`src/rtl/arm_pkg.sv`:
```
// arm_pkg: shared register-number and hazard-controller state types.
package arm_pkg;
   localparam logic [3:0] PC_REG = 4'd15;
   typedef logic [$bits(PC_REG)-1:0] reg_t;
   typedef enum logic [1:0] {RUN = 2'd0, MEM_WAIT = 2'd1, ERROR = 2'd2} state_t;
endpackage

```
`src/rtl/pipe_hazard_ctrl_if.sv`:
```
// pipe_hazard_ctrl_if: pipeline stage info in, stall/flush controls out.
interface pipe_hazard_ctrl_if;
   import arm_pkg::*;
   logic forward_en, use_rn_id, two_src_id;
   reg_t src1_id, src2_id, exe_dest, mem_dest;
   logic exe_wb_en, exe_mem_r_en, mem_wb_en, branch_taken, mem_req, mem_ready;
   logic stall_pc, stall_if_id, stall_id_ex, stall_ex_mem;
   logic flush_if_id, flush_id_ex, bubble_mem_wb;
   modport master (
      output forward_en, use_rn_id, two_src_id, src1_id, src2_id, exe_dest, mem_dest,
      output exe_wb_en, exe_mem_r_en, mem_wb_en, branch_taken, mem_req, mem_ready,
      input  stall_pc, stall_if_id, stall_id_ex, stall_ex_mem,
      input  flush_if_id, flush_id_ex, bubble_mem_wb
   );
   modport slave (
      input  forward_en, use_rn_id, two_src_id, src1_id, src2_id, exe_dest, mem_dest,
      input  exe_wb_en, exe_mem_r_en, mem_wb_en, branch_taken, mem_req, mem_ready,
      output stall_pc, stall_if_id, stall_id_ex, stall_ex_mem,
      output flush_if_id, flush_id_ex, bubble_mem_wb
   );
endinterface

```
`src/rtl/hazard_detect.sv`:
```
// hazard_detect: ID-stage source versus EX/MEM destination data-hazard compare.
module hazard_detect
   import arm_pkg::*;
(
   input  logic forward_en,
   input  logic use_rn_id,
   input  logic two_src_id,
   input  reg_t src1_id,
   input  reg_t src2_id,
   input  reg_t exe_dest,
   input  logic exe_wb_en,
   input  logic exe_mem_r_en,
   input  reg_t mem_dest,
   input  logic mem_wb_en,
   output logic hazard
);
   logic exe_hit, mem_hit;
   assign exe_hit = exe_wb_en & ((use_rn_id & (src1_id == exe_dest)) | (two_src_id & (src2_id == exe_dest)));
   assign mem_hit = mem_wb_en & ((use_rn_id & (src1_id == mem_dest)) | (two_src_id & (src2_id == mem_dest)));
   // with forwarding only a load in EX cannot be bypassed in time
   assign hazard = forward_en ? exe_hit & exe_mem_r_en : exe_hit | mem_hit;
endmodule

```
`src/rtl/pipe_hazard_ctrl.sv`:
```
// pipe_hazard_ctrl: prioritised stall/flush control with memory-wait timeout and perf counters.
module pipe_hazard_ctrl
   import arm_pkg::*;
#(
   parameter int TIMEOUT = 255,
   parameter int CNT_W = 16
) (
   input  logic             clk,
   input  logic             rst,
   pipe_hazard_ctrl_if.slave hz,
   output logic             mem_timeout,
   output state_t           state,
   output logic [CNT_W-1:0] stall_cycles,
   output logic [CNT_W-1:0] flush_count
);
   localparam int WW = $clog2(TIMEOUT + 1);
   state_t state_nxt;
   logic [WW-1:0] wait_cnt, wait_cnt_nxt, wait_cnt_inc;
   logic hazard, mem_stall, err, hold, run_ok, flush_br, haz_stall;
   hazard_detect u_hazard_detect (
      .forward_en  (hz.forward_en),
      .use_rn_id   (hz.use_rn_id),
      .two_src_id  (hz.two_src_id),
      .src1_id     (hz.src1_id),
      .src2_id     (hz.src2_id),
      .exe_dest    (hz.exe_dest),
      .exe_wb_en   (hz.exe_wb_en),
      .exe_mem_r_en(hz.exe_mem_r_en),
      .mem_dest    (hz.mem_dest),
      .mem_wb_en   (hz.mem_wb_en),
      .hazard      (hazard)
   );
   assign mem_stall = hz.mem_req & ~hz.mem_ready;
   assign err = state == ERROR;
   assign mem_timeout = err;
   assign wait_cnt_inc = wait_cnt + 1'b1;
   always_comb begin
      state_nxt = state;
      wait_cnt_nxt = wait_cnt;
      case (state)
         RUN: begin
            state_nxt = mem_stall ? MEM_WAIT : RUN;
            wait_cnt_nxt = mem_stall ? '0 : wait_cnt;
         end
         MEM_WAIT: begin
            wait_cnt_nxt = mem_stall ? wait_cnt_inc : wait_cnt;
            state_nxt = !mem_stall ? RUN : (wait_cnt_inc == WW'(TIMEOUT - 1)) ? ERROR : MEM_WAIT;
         end
         default: state_nxt = ERROR;
      endcase
      // everything is forced quiet while reset is held
      hold = ~rst & (err | mem_stall);
      run_ok = ~rst & ~err & ~mem_stall;
      flush_br = run_ok & hz.branch_taken;
      haz_stall = run_ok & ~hz.branch_taken & hazard;
      hz.stall_pc = hold | haz_stall;
      hz.stall_if_id = hold | haz_stall;
      hz.stall_id_ex = hold;
      hz.stall_ex_mem = hold;
      hz.flush_if_id = flush_br;
      hz.flush_id_ex = flush_br | haz_stall;
      hz.bubble_mem_wb = hold;
   end
   always_ff @(posedge clk or posedge rst) begin
      if (rst) begin
         state <= RUN;
         wait_cnt <= '0;
         stall_cycles <= '0;
         flush_count <= '0;
      end else begin
         state <= state_nxt;
         wait_cnt <= wait_cnt_nxt;
         if (hz.stall_pc && !(&stall_cycles)) stall_cycles <= stall_cycles + 1'b1;
         if (flush_br && !(&flush_count)) flush_count <= flush_count + 1'b1;
      end
   end
endmodule

```
`src/flat_wrapper.sv`:
```
// flat-port wrapper written by rule: the top's interface ports become plain ports
module pipe_hazard_ctrl_flat import arm_pkg::*;
#(
   parameter int TIMEOUT = 255,
   parameter int CNT_W = 16
)
  (clk, rst, mem_timeout, state, stall_cycles, flush_count, hz_forward_en, hz_use_rn_id, hz_two_src_id, hz_src1_id, hz_src2_id, hz_exe_dest, hz_mem_dest, hz_exe_wb_en, hz_exe_mem_r_en, hz_mem_wb_en, hz_branch_taken, hz_mem_req, hz_mem_ready, hz_stall_pc, hz_stall_if_id, hz_stall_id_ex, hz_stall_ex_mem, hz_flush_if_id, hz_flush_id_ex, hz_bubble_mem_wb);
  pipe_hazard_ctrl_if hz_i ();
  input  logic clk;
  input  logic rst;
  output logic mem_timeout;
  output state_t state;
  output logic [CNT_W-1:0] stall_cycles;
  output logic [CNT_W-1:0] flush_count;
  input wire logic [$bits(hz_i.forward_en)-1:0] hz_forward_en;
  input wire logic [$bits(hz_i.use_rn_id)-1:0] hz_use_rn_id;
  input wire logic [$bits(hz_i.two_src_id)-1:0] hz_two_src_id;
  input wire logic [$bits(hz_i.src1_id)-1:0] hz_src1_id;
  input wire logic [$bits(hz_i.src2_id)-1:0] hz_src2_id;
  input wire logic [$bits(hz_i.exe_dest)-1:0] hz_exe_dest;
  input wire logic [$bits(hz_i.mem_dest)-1:0] hz_mem_dest;
  input wire logic [$bits(hz_i.exe_wb_en)-1:0] hz_exe_wb_en;
  input wire logic [$bits(hz_i.exe_mem_r_en)-1:0] hz_exe_mem_r_en;
  input wire logic [$bits(hz_i.mem_wb_en)-1:0] hz_mem_wb_en;
  input wire logic [$bits(hz_i.branch_taken)-1:0] hz_branch_taken;
  input wire logic [$bits(hz_i.mem_req)-1:0] hz_mem_req;
  input wire logic [$bits(hz_i.mem_ready)-1:0] hz_mem_ready;
  output wire logic [$bits(hz_i.stall_pc)-1:0] hz_stall_pc;
  output wire logic [$bits(hz_i.stall_if_id)-1:0] hz_stall_if_id;
  output wire logic [$bits(hz_i.stall_id_ex)-1:0] hz_stall_id_ex;
  output wire logic [$bits(hz_i.stall_ex_mem)-1:0] hz_stall_ex_mem;
  output wire logic [$bits(hz_i.flush_if_id)-1:0] hz_flush_if_id;
  output wire logic [$bits(hz_i.flush_id_ex)-1:0] hz_flush_id_ex;
  output wire logic [$bits(hz_i.bubble_mem_wb)-1:0] hz_bubble_mem_wb;
  assign hz_i.forward_en = hz_forward_en;
  assign hz_i.use_rn_id = hz_use_rn_id;
  assign hz_i.two_src_id = hz_two_src_id;
  assign hz_i.src1_id = hz_src1_id;
  assign hz_i.src2_id = hz_src2_id;
  assign hz_i.exe_dest = hz_exe_dest;
  assign hz_i.mem_dest = hz_mem_dest;
  assign hz_i.exe_wb_en = hz_exe_wb_en;
  assign hz_i.exe_mem_r_en = hz_exe_mem_r_en;
  assign hz_i.mem_wb_en = hz_mem_wb_en;
  assign hz_i.branch_taken = hz_branch_taken;
  assign hz_i.mem_req = hz_mem_req;
  assign hz_i.mem_ready = hz_mem_ready;
  assign hz_stall_pc = hz_i.stall_pc;
  assign hz_stall_if_id = hz_i.stall_if_id;
  assign hz_stall_id_ex = hz_i.stall_id_ex;
  assign hz_stall_ex_mem = hz_i.stall_ex_mem;
  assign hz_flush_if_id = hz_i.flush_if_id;
  assign hz_flush_id_ex = hz_i.flush_id_ex;
  assign hz_bubble_mem_wb = hz_i.bubble_mem_wb;
  pipe_hazard_ctrl #(.TIMEOUT(TIMEOUT), .CNT_W(CNT_W)) u_core (.clk(clk), .rst(rst), .hz(hz_i), .mem_timeout(mem_timeout), .state(state), .stall_cycles(stall_cycles), .flush_count(flush_count));
endmodule
```
`config.mk`:
```
export PLATFORM = sky130hd
export DESIGN_NAME = pipe_hazard_ctrl_flat
export DESIGN_NICKNAME = d
export VERILOG_FILES = /design/src/rtl/arm_pkg.sv /design/src/rtl/pipe_hazard_ctrl_if.sv /design/src/rtl/hazard_detect.sv /design/src/rtl/pipe_hazard_ctrl.sv /design/src/flat_wrapper.sv
export SDC_FILE = /design/constraint.sdc
export NUM_CORES = 1
export LEC_CHECK = 0
export ABC_AREA = 1
export CORE_MARGIN = 3
export CORE_UTILIZATION = 40
export DETAILED_ROUTE_END_ITERATION = 8
export PLACE_DENSITY_LB_ADDON = 0.1
export SLEW_MARGIN = 20
export SYNTH_ARGS = -nofsm -noshare
export SYNTH_HDL_FRONTEND = slang
export SYNTH_SLANG_ARGS = --single-unit
```
`constraint.sdc`:
```
create_clock -name clk -period 2.6 [get_ports clk]
set_input_delay 0.26 -clock clk [delete_from_list [all_inputs] [get_ports clk]]
set_output_delay 0.26 -clock clk [all_outputs]
set_load 0.03 [all_outputs]
```
==> results.toml, run 1 <==
[logic_synthesis]
ys_warn_count = 0
syn_std_cell_area_mm2 = 0.00260
synthTopCellsByArea = "dfrtp_1 40%, nand2_1 16%, xor2_1 7.4%"
postSynthAreaPerCell_um2 = 7.27
yosysTopAreaCell = "dfrtp_1"
synth.top_cells.by_count = "112 x nand2_1, 51 x inv_1, 42 x dfrtp_1"
synth_async_reset_ratio_pct = 100
post-synth-top-count-cell = "nand2_1"
synth_largest_type_area_fraction_pct = 40.4
synthesis.instances = 358
synth_nets = 389
synth-seq-area-share_pct = 40.4
ys_types = 24
synth-edff-count = 0
ys_dominant_reg_cell = "dfrtp_1"
synth.ff_latch_count = 42

[clock_network]
cts_resized = 0
cts_tree = "built"
cts_root_buffer = "clkbuf_8"
cts-root-to-sink-buffers = 2
skew_pair_late_insertion_delay_ps = 290
numCtsBuffers = 5
cts.clk_slew.worst_paths_ps = 80
post_cts_hold_buffer_count = 0
cts_setup_buffers = 0
ctsHtreeMaxLevel = 2
clock_sinks = 42

[pwr]
max-vdd-ir-drop_uv = 358
leakagePower_uw = 0.00172
post-layout-total-power_uw = 1540
power-per-cell-area_mw_per_mm2 = 448

[setup_path]
r2r_setup_slack_ps = 660
worstPathBufferInverterCount = 3
timing_worst_setup_path_type = "in -> out"
critPathSlowestCell = "clkdlybuf4s50_1"
worstSetupStartpoint = "hz_src2_id[1]"
crit_path_cell_trace = "clkdlybuf4s50_1, inv_1, nand2_1, nand2_1, nor2_1, nand3_1, nand2_1, nand2_1, nand2_1, nand2_1, nand2_1, clkdlybuf4s50_1"
critical_path.max_fanout = 3
critical-path-top-delay-family = "buffers and inverters"
startpoint_type = "primary input"
path_common_cell = "nand2_1"
reg2regPathDepth = 9
crit_cells = 12
rr_endpoint = "u_core.stall_cycles[14]"
crit_path_end_kind = "output port"
crit-reg2reg-launch = "u_core.stall_cycles[0]"
critical_path_arrival_ps = 2150
worstPathRequired_ps = 2340
endpoint = "hz_flush_id_ex"
max_stage_delay_ps = 680

[layout]
finish.net_count = 461
drive_gt1_share_pct = 4.41
areaGrowthSynthToFinish_pct = 32.2
finalInstanceArea_mm2 = 0.00344
finalCoreUtilization_pct = 56.5
filler_cell_count = 578
antenna_cells = 0

[floorplanning]
chipWidth_um = 86.7
top_level_ports = 69
placementRows = 28
floorplan.initialDensity_pct = 42.7
design.core.area_mm2 = 0.00610
dieArea_mm2 = 0.00751
fp.dieH_um = 86.7

[timing]
maxSlewViolCount = 0
min_period_over_period_pct = 92.5
layout_min_cycle_time_ps = 2410
timing.slew.headroom_pct = 63.4
setup-tns-final_ps = 0
final_critical_path_setup_slack_ps = 195
clock_skew_ps = 3.02
grt_setup_unrepaired = "no"
worst-slew-pin-transition_ps = 549
finalSetupViolCount = 0
maxClockFrequency_mhz = 416
hold_viol_final = 0

[placement]
hpwl_mm = 4.40
dpl_worst_slack_ps = 190
io_buffers = 68
postPlaceCellArea_mm2 = 0.00335
gpl.final_weighted_congestion = 0.835

[detailed_routing]
route.final.wire_length_mm = 5.77
drt_first_pass_iters = 4
vias_per_cell = 4.69
ant_nets = 0
routedWlPerCell_um = 11.4
route.detailed.drc = 0
drt_first_iter_violations = 71
routed-via-count = 2371

[global_route]
wire_length_of_the_first_global_routing_pass_mm = 9.78
grt_antenna_before_repair = 0
gr-total-overflow = 0
first_global_vias = 2235
grt_max_degree = 43
grtUsageTotal_pct = 16.0

[worst_hold_path]
worst_hold_path_type = "in -> async"

[status]
result_of_the_run = "completed"

[flow_run]
max_cap_viol_count = 0
per-stage QoR:
stage / cells / hold WS [ps]
floorplan: 358 / 452
global placement: 498 / 481
detailed placement: 498 / 488
CTS: 506 / 500
global route: 506 / 538
finish: 506 / 495
cell usage in the layout (no fill, tap or decap):
| master | netlist | final |
|---|---|---|
| nand3_1 | 34 | 34 |
| nand4_1 | 3 | 3 |
| ha_1 | 4 | 4 |
| nand2_2 | 3 | 3 |
| nor4_1 | 4 | 4 |
| nand3b_1 | 1 | 1 |
| nor3b_2 | 1 | 1 |
| xnor2_1 | 11 | 11 |
| clkbuf_8 | 0 | 6 |
| nor2_1 | 36 | 36 |
| a21boi_0 | 1 | 1 |
| nor3_1 | 8 | 8 |
| buf_4 | 3 | 5 |
| clkbuf_1 | 0 | 1 |
| nor2_4 | 1 | 1 |
| a31oi_1 | 1 | 1 |
| dfrtp_1 | 42 | 42 |
| clkdlybuf4s50_1 | 0 | 66 |
| xor2_1 | 22 | 22 |
| o21ai_0 | 11 | 11 |
| o32ai_1 | 1 | 1 |
| inv_1 | 51 | 50 |
| nand2_1 | 112 | 112 |
| nand2_4 | 2 | 2 |
| clkinv_1 | 0 | 1 |
| o22ai_1 | 3 | 3 |
| clkinv_2 | 0 | 1 |
power breakdown:
part	internal, uW	total [uW]	switching, uW	leakage [uW]
combinational	165	365	200	0.00115
sequential	692	742	49.2	0.000517
clock	214	436	222	0.0000482
flip-flops by register name (all words and copies together), names as in the netlist:
name                 cells
u_core.stall_cycles     16
u_core.state             2
u_core.flush_count      16
u_core.wait_cnt          8
worst reg2reg max path, cell delays in order (launching register included):
cell and delay, ps:
dfrtp_1 410, ha_1 200, nand3_1 130, nor3b_2 350, nand2_2 140, nor2_4 150
nand2_4 150, nand2_4 210, nand2_1 70, nand2_1 60
metal layers:
layer	share of wire, %	global-route usage (%)	vias up
met1	48	20.9	1084
met3	2.9	2.85	2
met2	48	27.1	34
met5	0	0	-
met4	0.47	4.67	0
li1	-	-	1251
cell type report:
type	instances	area (um2)	share of cell area, %
multi-input cells	259	1320	38.3
flip-flops and latches	42	1050	30.5
repair buffers	71	698	20.3
inverters	51	191	5.56
well taps	75	93.8	2.73
clock buffers	7	86.3	2.51
clock inverters	1	5.00	0.145
how the worst min path moves through the flow:
stage / slack, ps / cells after the start / to / startpoint
finish: 490 / 3 / u_core.wait_cnt[2] / rst
global route: 540 / 1 / u_core.flush_count[5] / u_core.flush_count[5]
CTS: 500 / 1 / u_core.flush_count[6] / u_core.flush_count[6]
detailed placement: 490 / 1 / u_core.flush_count[6] / u_core.flush_count[6]
global placement: 480 / 2 / u_core.stall_cycles[15] / u_core.stall_cycles[15]
floorplan: 450 / 2 / u_core.state[1] / hz_mem_req
kinds of logic after synthesis:
logic type      after synthesis  share of synthesized area [%]
xor+xnor                     33                           11.1
simple gates                205                           33.9
flops                        42                           40.4
fa+ha+maj                     4                           1.92
buf+inv                      57                           9.03
compound gates               17                           3.70
Power figures use the tool's default switching activity.
==> run 2, diff against run 1 <==
- MAX_ROUTING_LAYER: unset -> met4
- clock period: 2.6 -> 2.2 ns (I/O delays scaled with it)
==> run 2 against run 1 <==
  * Die area unchanged
  * Combinational power up 19%
  * Critical path depth down 4
  * Sequential cell count is the same
  * Via count grew 4.3%
  * Count of clock-buffer cells in the layout shrank 1
  * Critical path type is now reg -> out
  * Total power rose by 19%
  * Final area up 2.9%
  * Worst hold slack better by 1.9 ps
  * Non-clock buffer count grew 12
==> results.toml, run 2 (synthesized netlist as in run 1, its figures left out) <==
[status]
result_of_the_run = "completed"

[global_route]
grt_max_degree = 43
grtUsageTotal_pct = 17.5
first_global_vias = 2306
grt_antenna_before_repair = 0
gr-total-overflow = 0
wire_length_of_the_first_global_routing_pass_mm = 10.4

[detailed_routing]
ant_nets = 0
drt_first_iter_violations = 118
routed-via-count = 2472
routedWlPerCell_um = 11.7
vias_per_cell = 4.77
drt_first_pass_iters = 4
route.detailed.drc = 0
route.final.wire_length_mm = 6.06

[layout]
layout.cells.most_common = "nand2_1"
drive_gt1_share_pct = 7.90
antenna_cells = 0
filler_cell_count = 595
regArea_mm2 = 0.00105
mostFrequentLayoutCells = "112 x nand2_1, 61 x clkdlybuf4s50_1, 50 x inv_1"
areaGrowthSynthToFinish_pct = 36.1
multi_input_area_mm2 = 0.00133
finalInstanceArea_mm2 = 0.00354
finish.net_count = 473
reg_top3 = "u_core.flush_count x16, u_core.stall_cycles x16, u_core.wait_cnt x8"

[setup_path]
critical_path.max_fanout = 9
timing_worst_setup_path_type = "reg -> out"
startpoint_type = "flip-flop"
worstPathRequired_ps = 1980
r2r_setup_slack_ps = 380
critical_path_arrival_ps = 1760
crit_path_end_kind = "output port"

[timing]
timing.slew.headroom_pct = 64.4
finalSetupViolCount = 0
hold_viol_final = 0
setup-tns-final_ps = 0
clock_skew_ps = 2.60
grt_setup_unrepaired = "no"
maxSlewViolCount = 0
maxClockFrequency_mhz = 504
layout_min_cycle_time_ps = 1980
worst-slew-pin-transition_ps = 535
min_period_over_period_pct = 90.2

[clock_network]
cts-root-to-sink-buffers = 2
cts_setup_buffers = 0
clock_sinks = 42
cts.clk_slew.worst_paths_ps = 80
cts_tree = "built"
ctsHtreeMaxLevel = 2
skew_pair_late_insertion_delay_ps = 300
numCtsBuffers = 5
cts_root_buffer = "clkbuf_8"
post_cts_hold_buffer_count = 0

[pwr]
power-per-cell-area_mw_per_mm2 = 520
max-vdd-ir-drop_uv = 439
leakagePower_uw = 0.00180

[floorplanning]
fp.dieH_um = 86.7
dieArea_mm2 = 0.00751
top_level_ports = 69
floorplan.initialDensity_pct = 42.7
placementRows = 28
chipWidth_um = 86.7
design.core.area_mm2 = 0.00610

[flow_run]
max_cap_viol_count = 0

[worst_hold_path]
worst_hold_path_type = "reg -> reg"

[placement]
gpl.final_weighted_congestion = 0.798
io_buffers = 68
postPlaceCellArea_mm2 = 0.00345
hpwl_mm = 4.69
run 2: cell count changes in the layout (fill, tap and decap cells not counted), sizes merged:
cell,change
clkbuf,-1
clkdlybuf4s50,-5
dlygate4sd2,+3
buf,+13
clkinvlp,+2
dlymetal6s2s,+1
clkinv,-1
run 2: cell type report:
type | count | area share, %
Multi-Input combinational cell | 259 | 37.4
Inverter | 51 | 5.51
Sequential cell | 42 | 29.7
Clock inverter | 2 | 0.353
Tap cell | 75 | 2.65
Timing Repair Buffer | 83 | 22.1
Clock buffer | 6 | 2.33
run 2: critical path: stages, from the launching register on:
cell,delay [ps]
dfrtp_1,370
inv_1,70
o21ai_0,230
inv_1,90
buf_4,150
nor2_4,90
inv_1,60
nand2_2,200
buf_4,210
run 2: worst paths after layout:
| kind | startpoint | to | cells after the start |
|---|---|---|---|
| worst min register to register | u_core.flush_count[6] | u_core.flush_count[6] | 1 |
| worst max-delay path | u_core.state[1] | hz_stall_if_id | 8 |
| min in group asynchronous | rst | u_core.wait_cnt[3] | 3 |
| worst max register to register | u_core.stall_cycles[0] | u_core.stall_cycles[1] | 9 |
| max in group asynchronous | rst | u_core.flush_count[8] | 3 |
| worst min-delay path | u_core.flush_count[6] | u_core.flush_count[6] | 1 |
run 2: layer usage:
metal | share of wire, % | vias up | GRT usage [%]
li1 | - | 1279 | -
met2 | 48 | 56 | 28.7
met1 | 47 | 1133 | 22.5
met4 | 0.56 | 0 | 2.97
met5 | 0 | - | -
met3 | 3.9 | 4 | 3.90
run 2: stage by stage:
step	hold WS, ps	std cells	worst slack, ps	total power [uW]	util [%]
final	497	518	216	1840	58.1
after global routing	539	518	8.27	1950	58.1
after CTS	501	518	65.1	1870	58.1
after detailed placement	486	510	72.0	1330	56.6
after global placement	482	510	102	1330	56.6
after floorplan	216	358	102	1150	-
run 2: where the power goes:
part	internal [uW]	switching (uW)
Clock	253	281
Combinational	197	237
Sequential	818	57.4
run 2: timing repair:
item                                   CTS  global route
cloned                                   0             0
gates resized for setup                  3             1
endpoints found under the hold margin    0             0
pin swaps                                0             0
setup endpoints to repair                3             1
